### src/rtl/bit_stream_serializer.sv
// rtl/bit_stream_serializer.sv - parallel-to-serial feeder with one-entry holding register
// Words are staged in a holding register and shifted out one bit per bit_en strobe, gapless back-to-back.
module bit_stream_serializer #(
  parameter int unsigned WIDTH     = 8,
  parameter bit          MSB_FIRST = 1'b1,
  parameter bit          IDLE_BIT  = 1'b0
) (
  input  logic             clk,
  input  logic             rst,
  input  logic [WIDTH-1:0] in_data,
  input  logic             in_valid,
  output logic             in_ready,
  input  logic             bit_en,
  output logic             sout,
  output logic             sout_valid,
  output logic             last_bit,
  output logic             busy
);

  localparam int unsigned CW = $clog2(WIDTH);
  localparam logic [CW-1:0] LAST_CNT = CW'(WIDTH - 1);

  typedef enum logic {
    S_IDLE  = 1'b0,
    S_SHIFT = 1'b1
  } state_t;

  state_t           state_q, state_d;
  logic [WIDTH-1:0] hold_q;
  logic             hold_full_q, hold_full_d;
  logic [WIDTH-1:0] shreg_q, shreg_d;
  logic [CW-1:0]    cnt_q, cnt_d;
  logic             sout_q, sout_d;
  logic             sout_valid_q, sout_valid_d;
  logic             last_bit_q, last_bit_d;
  logic             accept;
  logic             xfer;

  function automatic logic head_bit(input logic [WIDTH-1:0] v);
    return MSB_FIRST ? v[WIDTH-1] : v[0];
  endfunction

  function automatic logic [WIDTH-1:0] advance(input logic [WIDTH-1:0] v);
    return MSB_FIRST ? {v[WIDTH-2:0], 1'b0} : {1'b0, v[WIDTH-1:1]};
  endfunction

  // in_ready depends only on registered state, so accept and transfer are mutually exclusive.
  assign accept = in_valid && !hold_full_q;

  always_comb begin
    state_d     = state_q;
    shreg_d     = shreg_q;
    cnt_d       = cnt_q;
    hold_full_d = hold_full_q;
    xfer        = 1'b0;

    case (state_q)
      S_IDLE: begin
        if (hold_full_q) begin
          xfer    = 1'b1;
          shreg_d = hold_q;
          cnt_d   = '0;
          state_d = S_SHIFT;
        end
      end
      S_SHIFT: begin
        if (bit_en) begin
          if (cnt_q == LAST_CNT) begin
            if (hold_full_q) begin
              xfer    = 1'b1;
              shreg_d = hold_q;
              cnt_d   = '0;
            end else begin
              state_d = S_IDLE;
            end
          end else begin
            shreg_d = advance(shreg_q);
            cnt_d   = cnt_q + CW'(1);
          end
        end
      end
      default: state_d = S_IDLE;
    endcase

    if (accept) begin
      hold_full_d = 1'b1;
    end else if (xfer) begin
      hold_full_d = 1'b0;
    end

    // Outputs are computed from next state so sout and flags come straight from flops.
    sout_valid_d = (state_d == S_SHIFT);
    sout_d       = sout_valid_d ? head_bit(shreg_d) : IDLE_BIT;
    last_bit_d   = sout_valid_d && (cnt_d == LAST_CNT);
  end

  always_ff @(posedge clk or posedge rst) begin
    if (rst) begin
      state_q      <= S_IDLE;
      hold_q       <= '0;
      hold_full_q  <= 1'b0;
      shreg_q      <= '0;
      cnt_q        <= '0;
      sout_q       <= IDLE_BIT;
      sout_valid_q <= 1'b0;
      last_bit_q   <= 1'b0;
    end else begin
      state_q      <= state_d;
      hold_full_q  <= hold_full_d;
      shreg_q      <= shreg_d;
      cnt_q        <= cnt_d;
      sout_q       <= sout_d;
      sout_valid_q <= sout_valid_d;
      last_bit_q   <= last_bit_d;
      if (accept) begin
        hold_q <= in_data;
      end
    end
  end

  assign in_ready   = !hold_full_q;
  assign sout       = sout_q;
  assign sout_valid = sout_valid_q;
  assign last_bit   = last_bit_q;
  assign busy       = (state_q == S_SHIFT) || hold_full_q;

endmodule

### config.mk
export PLATFORM = sky130hd
export DESIGN_NAME = bit_stream_serializer
export DESIGN_NICKNAME = d
export VERILOG_FILES = /design/src/rtl/bit_stream_serializer.sv
export SDC_FILE = /design/constraint.sdc
export NUM_CORES = 1
export LEC_CHECK = 0
export BUFFER_PORTS_ARGS = -buffer_cell sky130_fd_sc_hd__buf_2
export CORE_MARGIN = 2
export CORE_UTILIZATION = 54
export DETAILED_ROUTE_END_ITERATION = 8
export PLACE_DENSITY = 0.76
export SLEW_MARGIN = 20
export SYNTH_ARGS = -nofsm -noshare
export SYNTH_HDL_FRONTEND = slang
export SYNTH_SLANG_ARGS = --single-unit
### constraint.sdc
create_clock -name clk -period 2 [get_ports clk]
set_clock_uncertainty 0.2 [all_clocks]
set_input_delay 0.1 -clock clk [delete_from_list [all_inputs] [get_ports clk]]
set_output_delay 0.1 -clock clk [all_outputs]
set_load 0.005 [all_outputs]
Word level (Yosys, flattened, before mapping)
Cells that the tools add are included.

Flip-flop bits (word level): 23. Logic and storage cells: 36.

$add $sub $neg: 1. Equality and inequality tests: 3. Mux-type cells: 18. Bitwise gates (word level): 1. Reduce and logical (&&, ||, !) cells: 5.

Operator list (count): 8-bit two-way mux (3); 8-bit case mux with 2 select lines (1); 3-bit two-way mux (3); 1-bit two-way mux (8); 3-bit equality test, second input constant (2); 3-bit case mux with 2 select lines (1); 1-bit case mux with 2 select lines (2); 3-bit by 1-bit adder with 3-bit output, second input constant (1); 1-bit logical AND (2); 2-bit != test, second input constant (1); 2-bit nonzero test (1); 1-bit logical NOT (1); 1-bit logical OR (1); 1-bit NOT (1).

Logic depth before layout (Yosys ltp)
Gate-level depths: netlist of the first run.

Depth after elaboration: 6. Gate-level depth with buffers: 6. Depth with buffers taken out: 6.

Least setup slack after synthesis of the first run
Ideal clock, no wire load.

Kind: register -> register. Start point: register cnt_q[0]. End point: register last_bit_q (netlist: last_bit). Library setup time: 0.101 ns. Data arrival time: 1.478 ns. Path slack: 0.221 ns. Cell stages (with the launch flop): 7. Buffers on the path: 0. Period minus slack after synthesis: 1.779 ns. Path through: dfrtp_1 -> ha_1 -> ha_1 -> nand2b_2 -> mux2i_1 -> a21oi_1 -> nor4_1.

Cells in the longest elaborated chain, start to end: 6. Elaborated cells on any way between the ends: 11. Those cells by class: add/sub (1); eq/ne (2); mux (7); reduce/logical (1).

RTL lines: from (decl) (RTL line 32) `logic [CW-1:0] cnt_q, cnt_d;`; from (signal assigned) (RTL line 111) `cnt_q <= cnt_d;`; 3-bit by 1-bit adder with 3-bit output (tied with other cells) (RTL line 78) `cnt_d = cnt_q + CW'(1);`; 3-bit two-way mux (RTL line 68) `if (cnt_q == LAST_CNT) begin`; 3-bit two-way mux (RTL line 67) `if (bit_en) begin`; 3-bit case mux with 2 select lines (RTL line 57) `case (state_q)`; 3-bit equality test (RTL line 94) `last_bit_d = sout_valid_d && (cnt_d == LAST_CNT);`; 1-bit logical AND (*) (RTL line 94); via last_bit_d (RTL line 35) `logic last_bit_q, last_bit_d;`; to (signal assigned) (RTL line 114) `last_bit_q <= last_bit_d;`; to (decl) (RTL line 35).

Mark *: on every way through the listed nets, which the timed path passes. The rest lies on a longest branch. A chain may end at the register's enable or synchronous reset.

Worst setup path after layout of the first run
Ends and elaborated chain as after synthesis.

==> results.json, run 1 <==
{
  "antenna_cells": 0,
  "synthToLayoutAreaGrowth_pct": 20.93,
  "hpwl_um": 1386,
  "dieHeight_um": 49.26,
  "gp_congestion": 0.7762,
  "syn_area_per_cell_um2": 11.29,
  "avgRoutedWirePerCell_um": 13.41,
  "finalCriticalPeriod_ns": 1.892,
  "core.rowCount": 16,
  "highest_layer": "met4",
  "yosysSeqAreaShare_pct": 52.04,
  "cp-end-kind": "flip-flop",
  "hold_ws_ns": 0.08487,
  "clk_latency_ns": 0.31,
  "total_power_mw": 1.544,
  "synthesis.instances": 98,
  "track_usage_pct": 18.87,
  "overflow": 0,
  "route.met3.wl_um": 55,
  "path_buf_inv": 1,
  "hold_viol": 0,
  "clk_pin_slew_ns": 0.12,
  "post-cts-setup-buffers": 0,
  "ys_ff_latch": 23,
  "worstPathRequired_ns": 1.99,
  "power_leakage_nw": 0.6773,
  "start_util_pct": 56.96,
  "final_cell_mix": "23 x dfrtp_1, 16 x buf_2, 9 x nand2_1, 9 x dlygate4sd3_1",
  "placed_cell_area_um2": 1216,
  "critPathArrivalTime_ns": 1.88,
  "final_common_cell": "dfrtp_1",
  "syn_nets": 113,
  "cp-start-kind": "flip-flop",
  "cpPeakStageDelay_ns": 0.43,
  "cts_tree": "yes",
  "ys_types": 27,
  "drive_above_1_share_pct": 20.63,
  "hold_class": "in2reg",
  "ioPinCount": 17,
  "post_drt_via_cell_ratio": 5.288,
  "dieArea_um2": 2426,
  "tns_ns": 0,
  "met2WireLength_um": 1019,
  "setup_slack_ns": 0.1077,
  "grt_setup_unrepaired": "false",
  "cts_buffers": 3,
  "portBuffers": 16,
  "antenna_found_initial": 0,
  "cp_cell_sequence": "ha_1 -> ha_1 -> inv_1 -> a21oi_1 -> a221oi_1 -> nor4_1",
  "dr.first_iter.drc_count": 12,
  "grt_pass1_wl_um": 3477,
  "ir_drop_v": 0.0008748,
  "drc": 0,
  "drtAntennaViolNets": 0,
  "core_um2": 1942,
  "pre_cts_ws_ns": 0.005447,
  "setup-violations-final": 0,
  "max_freq_mhz": 528.5,
  "num_vias": 809,
  "status": "finished clean",
  "critPathSlowestCell": "dfrtp_1",
  "grt_start_max_net_pins": 24,
  "tightestPinTransition_ns": 0.5601,
  "fp.dieW_um": 49.26,
  "crit_fanout": 3,
  "root_buffer": "clkbuf_4",
  "cts_sinks": 23,
  "post-route-cell-area_um2": 1338,
  "htree_levels": 1,
  "critical_path_class": "reg2reg",
  "final-max-slew-violation-count": 0,
  "nNetsFinal": 142,
  "routed_wirelength_um": 2052,
  "cp_common_cell": "ha_1",
  "cts_buffer_depth": 2,
  "cp_top_family": "compound AO/OA/AOI/OAI gates",
  "p_per_area_nw_per_um2": 1155,
  "cap_violations": 0,
  "firstDrtPassIters": 4,
  "grt_pass1_vias": 853,
  "fin_crit_sh_pct": 94.61,
  "slew_headroom_pct": 62.66,
  "syn_area_um2": 1106,
  "ys_warn_count": 0,
  "wl_met1_um": 917
}
## flip-flops by register name (all words and copies together) (netlist names)
| signal | flops |
|---|---|
| hold_full_q | 1 |
| hold_q | 8 |
| last_bit | 1 |
| cnt_q | 3 |
| shreg_q | 8 |
| sout | 1 |
| sout_valid | 1 |
## stage by stage
stage                     instances  util, %
after global routing            153    68.88
after global placement          140    62.63
after detailed placement        140    62.63
after CTS                       153    68.75
after floorplan                  98        -
final                           153    68.88
## power breakdown
part           switching [mW]  total, mW  internal (mW)
combinational           0.219      0.502          0.283
sequential              0.161      0.828          0.667
clock                   0.136      0.214         0.0780
total                   0.516       1.54           1.03
## cells by family after synthesis
family,after synthesis,synth area share (%)
and+or+nand+nor,23,10.52
adders and majority gates,3,3.394
AOI/OAI and AO/OA,21,13.57
buffers and inverters,12,5.090
muxes,16,15.39
DFF,23,52.04
## worst paths after layout
kind	from	to	slack (ns)	depth (start not counted)
min	bit_en	cnt_q[0]$_DFF_PP0_	0.08	4
min reg2reg	shreg_q[0]$_DFFE_PP0P_	shreg_q[1]$_DFFE_PP0P_	0.30	2
max reg2reg	cnt_q[0]$_DFF_PP0_	last_bit$_DFF_PP0_	0.11	6
min in group asynchronous	rst	shreg_q[2]$_DFFE_PP0P_	0.17	4
max	cnt_q[0]$_DFF_PP0_	last_bit$_DFF_PP0_	0.11	6
max in group asynchronous	rst	cnt_q[1]$_DFF_PP0_	1.20	4
## routing by layer
metal  vias up  global-route usage (%)
met5         -                       0
met4         0                   12.38
met3         7                   2.454
met2        15                   32.66
met1       384                   21.66
li1        403                       -
## layout make-up
class / count / area, um^2
clock buffer: 4 / 26.28
fill: 151 / 604.3
inverter: 8 / 30.03
multi-input combinational: 63 / 479.2
sequential: 23 / 575.6
tap: 27 / 33.78
timing repair buffer: 28 / 192.7
## worst min-delay path: stages
cell and delay, ns:
buf_2 0.18, mux2i_1 0.15, a21oi_1 0.09, inv_1 0.05
## synth_stat cells
master    number  area [um^2]
a22oi_1        4        30.03
buf_6          1        11.26
a21boi_0       2        15.01
nand2_1        9        33.78
mux2_1         8        90.09
a21oi_1        3        15.01
mux2i_1        8        80.08
o21ai_0        1        5.000
a32oi_1        1        8.760
a21o_1         2        15.01
and2_1         3        18.77
o211a_1        1        10.01
nand3_1        1        5.000
inv_1          7        26.28
o221ai_1       1        8.760
nor4_1         1        6.260
and2b_1        1        7.510
a221oi_1       2        17.52
nor2_1         3        11.26
buf_2          3        15.01
nand2b_1       1        6.260
dfrtp_1       23        575.6
nand2b_2       1        8.760
ha_1           3        37.54
o22ai_1        4        25.02
inv_2          1        3.750
nor2b_1        3        18.77
## what timing repair did
| item | in CTS | in global routing |
|---|---|---|
| pin swaps | 0 | 1 |
| hold buffers | 9 | 0 |
| endpoints found under the setup margin | 1 | 2 |
| hold endpoints to repair | 31 | 0 |
| resized for setup | 1 | 1 |
No activity file was read; power rests on OpenSTA's default activity.
==> inputs of run 2 (changes only) <==
Settings changed: CORE_ASPECT_RATIO set to 0.6, CORE_UTILIZATION 54 to 40, PLACE_DENSITY 0.76 to not set.
==> results.json, run 2 (synthesis results as in run 1) <==
{
  "status": "complete, but fails checks",
  "violations": "negative hold slack",
  "power.internal_mw": 1.097,
  "dieHeight_um": 44.73,
  "seqPwrFrac_pct": 50.4,
  "hold_class": "in2reg",
  "p_comb_share_pct": 32.3,
  "clkPwrFrac_pct": 17.3,
  "cts_buffer_depth": 2,
  "post_drt_via_cell_ratio": 5.285,
  "stdcell_count": 158,
  "r2r-end": "sout$_DFF_PP0_",
  "grt_pass1_wl_um": 4043,
  "drive_above_1_share_pct": 21.43,
  "dieArea_um2": 3215,
  "cts_tree": "yes",
  "portBuffers": 16,
  "ir_drop_v": 0.0005911,
  "rrSetupSlack_ns": 0.15,
  "cp-end-kind": "flip-flop",
  "start_util_pct": 43.25,
  "p_per_area_nw_per_um2": 1215,
  "antenna_found_initial": 0,
  "tns_ns": 0,
  "crit_fanout": 6,
  "core_um2": 2557,
  "grt_setup_unrepaired": "false",
  "tightestPinTransition_ns": 0.4724,
  "holdCritStartpoint": "in_valid",
  "cp_cell_sequence": "ha_1 -> ha_2 -> nand2b_2 -> nor2_2 -> a21o_1 -> and2_1",
  "max_freq_mhz": 540.5,
  "grt_start_max_net_pins": 24,
  "clk_pin_slew_ns": 0.08,
  "hold_ws_ns": -0.005737,
  "final_cell_mix": "23 x dfrtp_1, 16 x buf_2, 9 x nand2_1, 9 x dlygate4sd3_1",
  "clk_latency_ns": 0.26,
  "use_met3_pct": 5.804,
  "cap_violations": 0,
  "fin_crit_sh_pct": 92.51,
  "p_switching_uw": 560.0,
  "final_common_cell": "dfrtp_1",
  "synthToLayoutAreaGrowth_pct": 23.30,
  "slew_headroom_pct": 68.51,
  "r2r-start": "cnt_q[0]$_DFF_PP0_",
  "track_usage_pct": 17.14,
  "reg2regPathDepth": 6,
  "dr.first_iter.drc_count": 54,
  "critical_path_class": "reg2reg",
  "cts_sinks": 23,
  "finalCriticalPeriod_ns": 1.850,
  "cts_buffers": 3,
  "setup-violations-final": 0,
  "holdPathStages": 3,
  "grtUsageMet2_pct": 23.15,
  "gp_congestion": 0.8637,
  "grt_most_used_layer": "met1",
  "htree_levels": 1,
  "overflow": 0,
  "avgRoutedWirePerCell_um": 14.70,
  "critPathArrivalTime_ns": 1.86,
  "dp_cells": 145,
  "critPathSlowestCell": "dfrtp_1",
  "hold_viol": 1,
  "hpwl_um": 1655,
  "ioPinCount": 17,
  "routed_wirelength_um": 2323,
  "reg_top3": "hold_q x8, shreg_q x8, cnt_q x3",
  "core.rowCount": 14,
  "final-max-slew-violation-count": 0,
  "fp.dieW_um": 71.89,
  "worstPathRequired_ns": 2.01,
  "p_sw_share_pct": 33.79,
  "firstDrtPassIters": 4,
  "min_to": "hold_full_q$_DFFE_PP0P_",
  "final_util_pct": 53.33,
  "drc": 0,
  "num_vias": 835,
  "nNetsFinal": 142,
  "cpPeakStageDelay_ns": 0.41,
  "root_buffer": "clkbuf_8",
  "cp-start-kind": "flip-flop",
  "drtAntennaViolNets": 0,
  "antenna_cells": 0,
  "power_leakage_nw": 0.6881,
  "met1_usage_pct": 24.25,
  "grt_pass1_vias": 840,
  "post-cts-setup-buffers": 0
}
==> run 2: cell count changes in the layout (fill, tap and decap cells not counted), sizes merged <==
cell    before  now
clkinv       0    1
clkbuf       4    3
==> run 2: timing repair <==
item | 4_1_cts | 5_1_grt
gates resized for setup | 0 | 2
hold buffers | 9 | 0
setup endpoints to repair | 0 | 5
endpoints found under the hold margin | 31 | 0
==> run 2: worst max-delay path by stage <==
stage / start / end / slack [ns] / cells past startpoint
after detailed placement: cnt_q[0]$_DFF_PP0_ / sout$_DFF_PP0_ / 0.03 / 6
after global routing: cnt_q[0]$_DFF_PP0_ / last_bit$_DFF_PP0_ / 0.008 / 6
after floorplan: cnt_q[0]$_DFF_PP0_ / last_bit$_DFF_PP0_ / 0.22 / 6
final: cnt_q[0]$_DFF_PP0_ / sout$_DFF_PP0_ / 0.15 / 6
after CTS: cnt_q[0]$_DFF_PP0_ / sout$_DFF_PP0_ / 0.01 / 6
after global placement: cnt_q[0]$_DFF_PP0_ / sout$_DFF_PP0_ / 0.12 / 6
==> run 2: cell type report <==
type,count,area (um^2)
Tap cell,32,40.04
Sequential cell,23,575.6
Clock buffer,3,41.29
Inverter,8,30.03
Timing Repair Buffer,28,192.7
Multi-Input combinational cell,63,479.2
Clock inverter,1,5.005
Fill cell,226,1194
==> run 2: per-layer routing <==
layer | vias up | share of wire, %
li1 | 403 | -
met1 | 403 | 52
met2 | 27 | 42
met3 | 2 | 5.0
met4 | 0 | 0.82
met5 | - | 0
==> run 2: power groups by stage <==
stage | clock [mW] | sequential [mW] | combinational (mW)
2_1_floorplan | 0 | 0.772 | 0.408
3_3_place_gp | 0 | 0.826 | 0.507
3_5_place_dp | 0 | 0.834 | 0.521
4_1_cts | 0.295 | 0.827 | 0.536
5_1_grt | 0.322 | 0.858 | 0.609
6_report | 0.286 | 0.836 | 0.536
==> run 2: stage by stage <==
stage | power [mW] | setup WS, ns | cell area, um^2 | hold WS (ns)
6_report | 1.657 | 0.1497 | 1364 | -0.005737
2_1_floorplan | 1.180 | 0.2206 | 1106 | -0.09808
5_1_grt | 1.789 | 0.007890 | 1364 | 0.03037
4_1_cts | 1.657 | 0.01008 | 1359 | 0.0001435
3_5_place_dp | 1.355 | 0.03386 | 1222 | -0.04286
3_3_place_gp | 1.333 | 0.1187 | 1222 | -0.04813
==> run 2: critical path, delay by kind of cell, from the launching register on <==
family / cells / cell delay, ns
and+or+nand+nor: 3 / 0.57
AOI/OAI and AO/OA: 1 / 0.17
adders and majority gates: 2 / 0.44
DFF: 1 / 0.41
==> inputs of run 3 (changes only) <==
--- a/config.mk
+++ b/config.mk
@@ -11,5 +11,5 @@
 export CORE_UTILIZATION = 40
 export DETAILED_ROUTE_END_ITERATION = 8
-export SLEW_MARGIN = 20
+export SLEW_MARGIN = 30
 export SYNTH_ARGS = -nofsm -noshare
 export SYNTH_HDL_FRONTEND = slang
==> constraint.sdc (replaced) <==
create_clock -name clk -period 2 [get_ports clk]
set_clock_uncertainty 0.2 [all_clocks]
set_input_delay 0.1 -clock clk [delete_from_list [all_inputs] [get_ports clk]]
set_output_delay 0.1 -clock clk [all_outputs]
set_load 0.1 [all_outputs]
==> results.json, run 3 (synthesis results as in run 1) <==
{
  "status": "finished clean",
  "setup-violations-final": 0,
  "num_vias": 820,
  "fp.dieW_um": 71.89,
  "htree_levels": 1,
  "slew_headroom_pct": 67.77,
  "fillers": 223,
  "drive_above_1_share_pct": 21.26,
  "reg_top3": "hold_q x8, shreg_q x8, cnt_q x3",
  "track_usage_pct": 16.22,
  "critical_path_class": "reg2reg",
  "final_common_cell": "dfrtp_1",
  "final-max-slew-violation-count": 0,
  "max_freq_mhz": 525.3,
  "critPathSlowestCell": "dfrtp_1",
  "cts_tree": "yes",
  "cpPeakStageDelay_ns": 0.41,
  "drtAntennaViolNets": 0,
  "antenna_found_initial": 0,
  "firstDrtPassIters": 4,
  "dieArea_um2": 3215,
  "cp-end-kind": "flip-flop",
  "ir_drop_v": 0.0005754,
  "gp_congestion": 0.8461,
  "cap_violations": 0,
  "clk_latency_ns": 0.26,
  "overflow": 0,
  "grt_start_max_net_pins": 16,
  "final_cell_mix": "22 x dfrtp_1, 16 x buf_2, 9 x nand2_1, 9 x dlygate4sd3_1",
  "core.rowCount": 14,
  "cp_cell_sequence": "ha_1 -> ha_2 -> nand2b_2 -> mux2i_1 -> a21oi_1 -> nor4_1",
  "p_per_area_nw_per_um2": 1320,
  "cp-start-kind": "flip-flop",
  "clk_pin_slew_ns": 0.08,
  "cts_buffers": 3,
  "fin_crit_sh_pct": 95.18,
  "crit_fanout": 6,
  "worstPathRequired_ns": 1.96,
  "hold_viol": 0,
  "cts_sinks": 23,
  "final_util_pct": 53.52,
  "ioPinCount": 17,
  "power_leakage_nw": 0.6896,
  "dr.first_iter.drc_count": 44,
  "grt_pass1_wl_um": 3801,
  "start_util_pct": 43.25,
  "dieHeight_um": 44.73,
  "antenna_cells": 0,
  "portBuffers": 16,
  "finalCriticalPeriod_ns": 1.904,
  "routed_wirelength_um": 2232,
  "post_drt_via_cell_ratio": 5.157,
  "avgRoutedWirePerCell_um": 14.04,
  "hpwl_um": 1655,
  "synthToLayoutAreaGrowth_pct": 23.76,
  "critPathArrivalTime_ns": 1.87,
  "drc": 0,
  "tightestPinTransition_ns": 0.4868,
  "root_buffer": "clkbuf_8",
  "core_um2": 2557,
  "nNetsFinal": 143,
  "hold_class": "in2reg",
  "post-cts-setup-buffers": 0,
  "grt_pass1_vias": 792,
  "grt_setup_unrepaired": "false",
  "tns_ns": 0,
  "cts_buffer_depth": 2
}
run 3: changes by cell type in the layout (fill, tap and decap cells not counted), sizes merged:
cell,change
clkbuf,+1
buf,+1
clkinv,-1
run 3: per-layer routing:
metal | GRT usage (%) | vias up | share of wire [%]
met5 | 0 | - | 0
met4 | 4.528 | 0 | 0.85
met3 | 5.580 | 2 | 5.0
met2 | 23.70 | 18 | 41
li1 | - | 405 | -
met1 | 23.14 | 395 | 54
run 3: power breakdown:
part / switching [mW] / internal [mW] / total [mW]
Clock: 0.139 / 0.142 / 0.281
Combinational: 0.410 / 0.295 / 0.705
Sequential: 0.151 / 0.670 / 0.821
run 3: area by class of cell:
cell class	count	area, um^2	share of cell area [%]
sequential	23	576.8	42.14
clock buffer	4	45.04	3.291
timing repair buffer	29	200.2	14.63
tap	32	40.04	2.925
multi-input combinational	63	476.7	34.83
inverter	8	30.03	2.194
run 3: what timing repair did:
| item | CTS | global route |
|---|---|---|
| hold buffers | 9 | 0 |
| endpoints found under the hold margin | 26 | 0 |
| gates resized for setup | 0 | 1 |
| endpoints found under the setup margin | 0 | 2 |
run 3: per-stage QoR:
| stage | instance area [um^2] | hold slack (ns) | std cells | worst slack [ns] | power (mW) |
|---|---|---|---|---|---|
| floorplan | 1107 | -0.09815 | 98 | 0.07745 | 1.346 |
| global placement | 1231 | -0.1061 | 146 | 0.1219 | 1.503 |
| detailed placement | 1231 | -0.09687 | 146 | 0.05801 | 1.520 |
| CTS | 1366 | 0.06919 | 159 | 0.03978 | 1.820 |
| global route | 1369 | 0.07399 | 159 | 0.001348 | 1.938 |
| finish | 1369 | 0.06529 | 159 | 0.09631 | 1.807 |
run 3: path summary, 6_finish.rpt:
check	start	end	slack [ns]	cells after the start
hold reg to reg	shreg_q[0]$_DFFE_PP0P_	shreg_q[1]$_DFFE_PP0P_	0.29	2
hold / removal	in_valid	hold_full_q$_DFFE_PP0P_	0.07	3
setup reg to reg	cnt_q[0]$_DFF_PP0_	last_bit$_DFF_PP0_	0.1	6
min in group asynchronous	rst	shreg_q[7]$_DFF_PP0_	0.15	3
setup / recovery	cnt_q[0]$_DFF_PP0_	last_bit$_DFF_PP0_	0.1	6
max in group asynchronous	rst	shreg_q[6]$_DFFE_PP0P_	0.93	4
run 3: worst max-delay path, delay by kind of cell (launching register included):
| family | cells | cell delay, ns |
|---|---|---|
| simple gates | 2 | 0.50 |
| mux | 1 | 0.14 |
| compound gates | 1 | 0.10 |
| flops | 1 | 0.41 |
| fa+ha+maj | 2 | 0.45 |
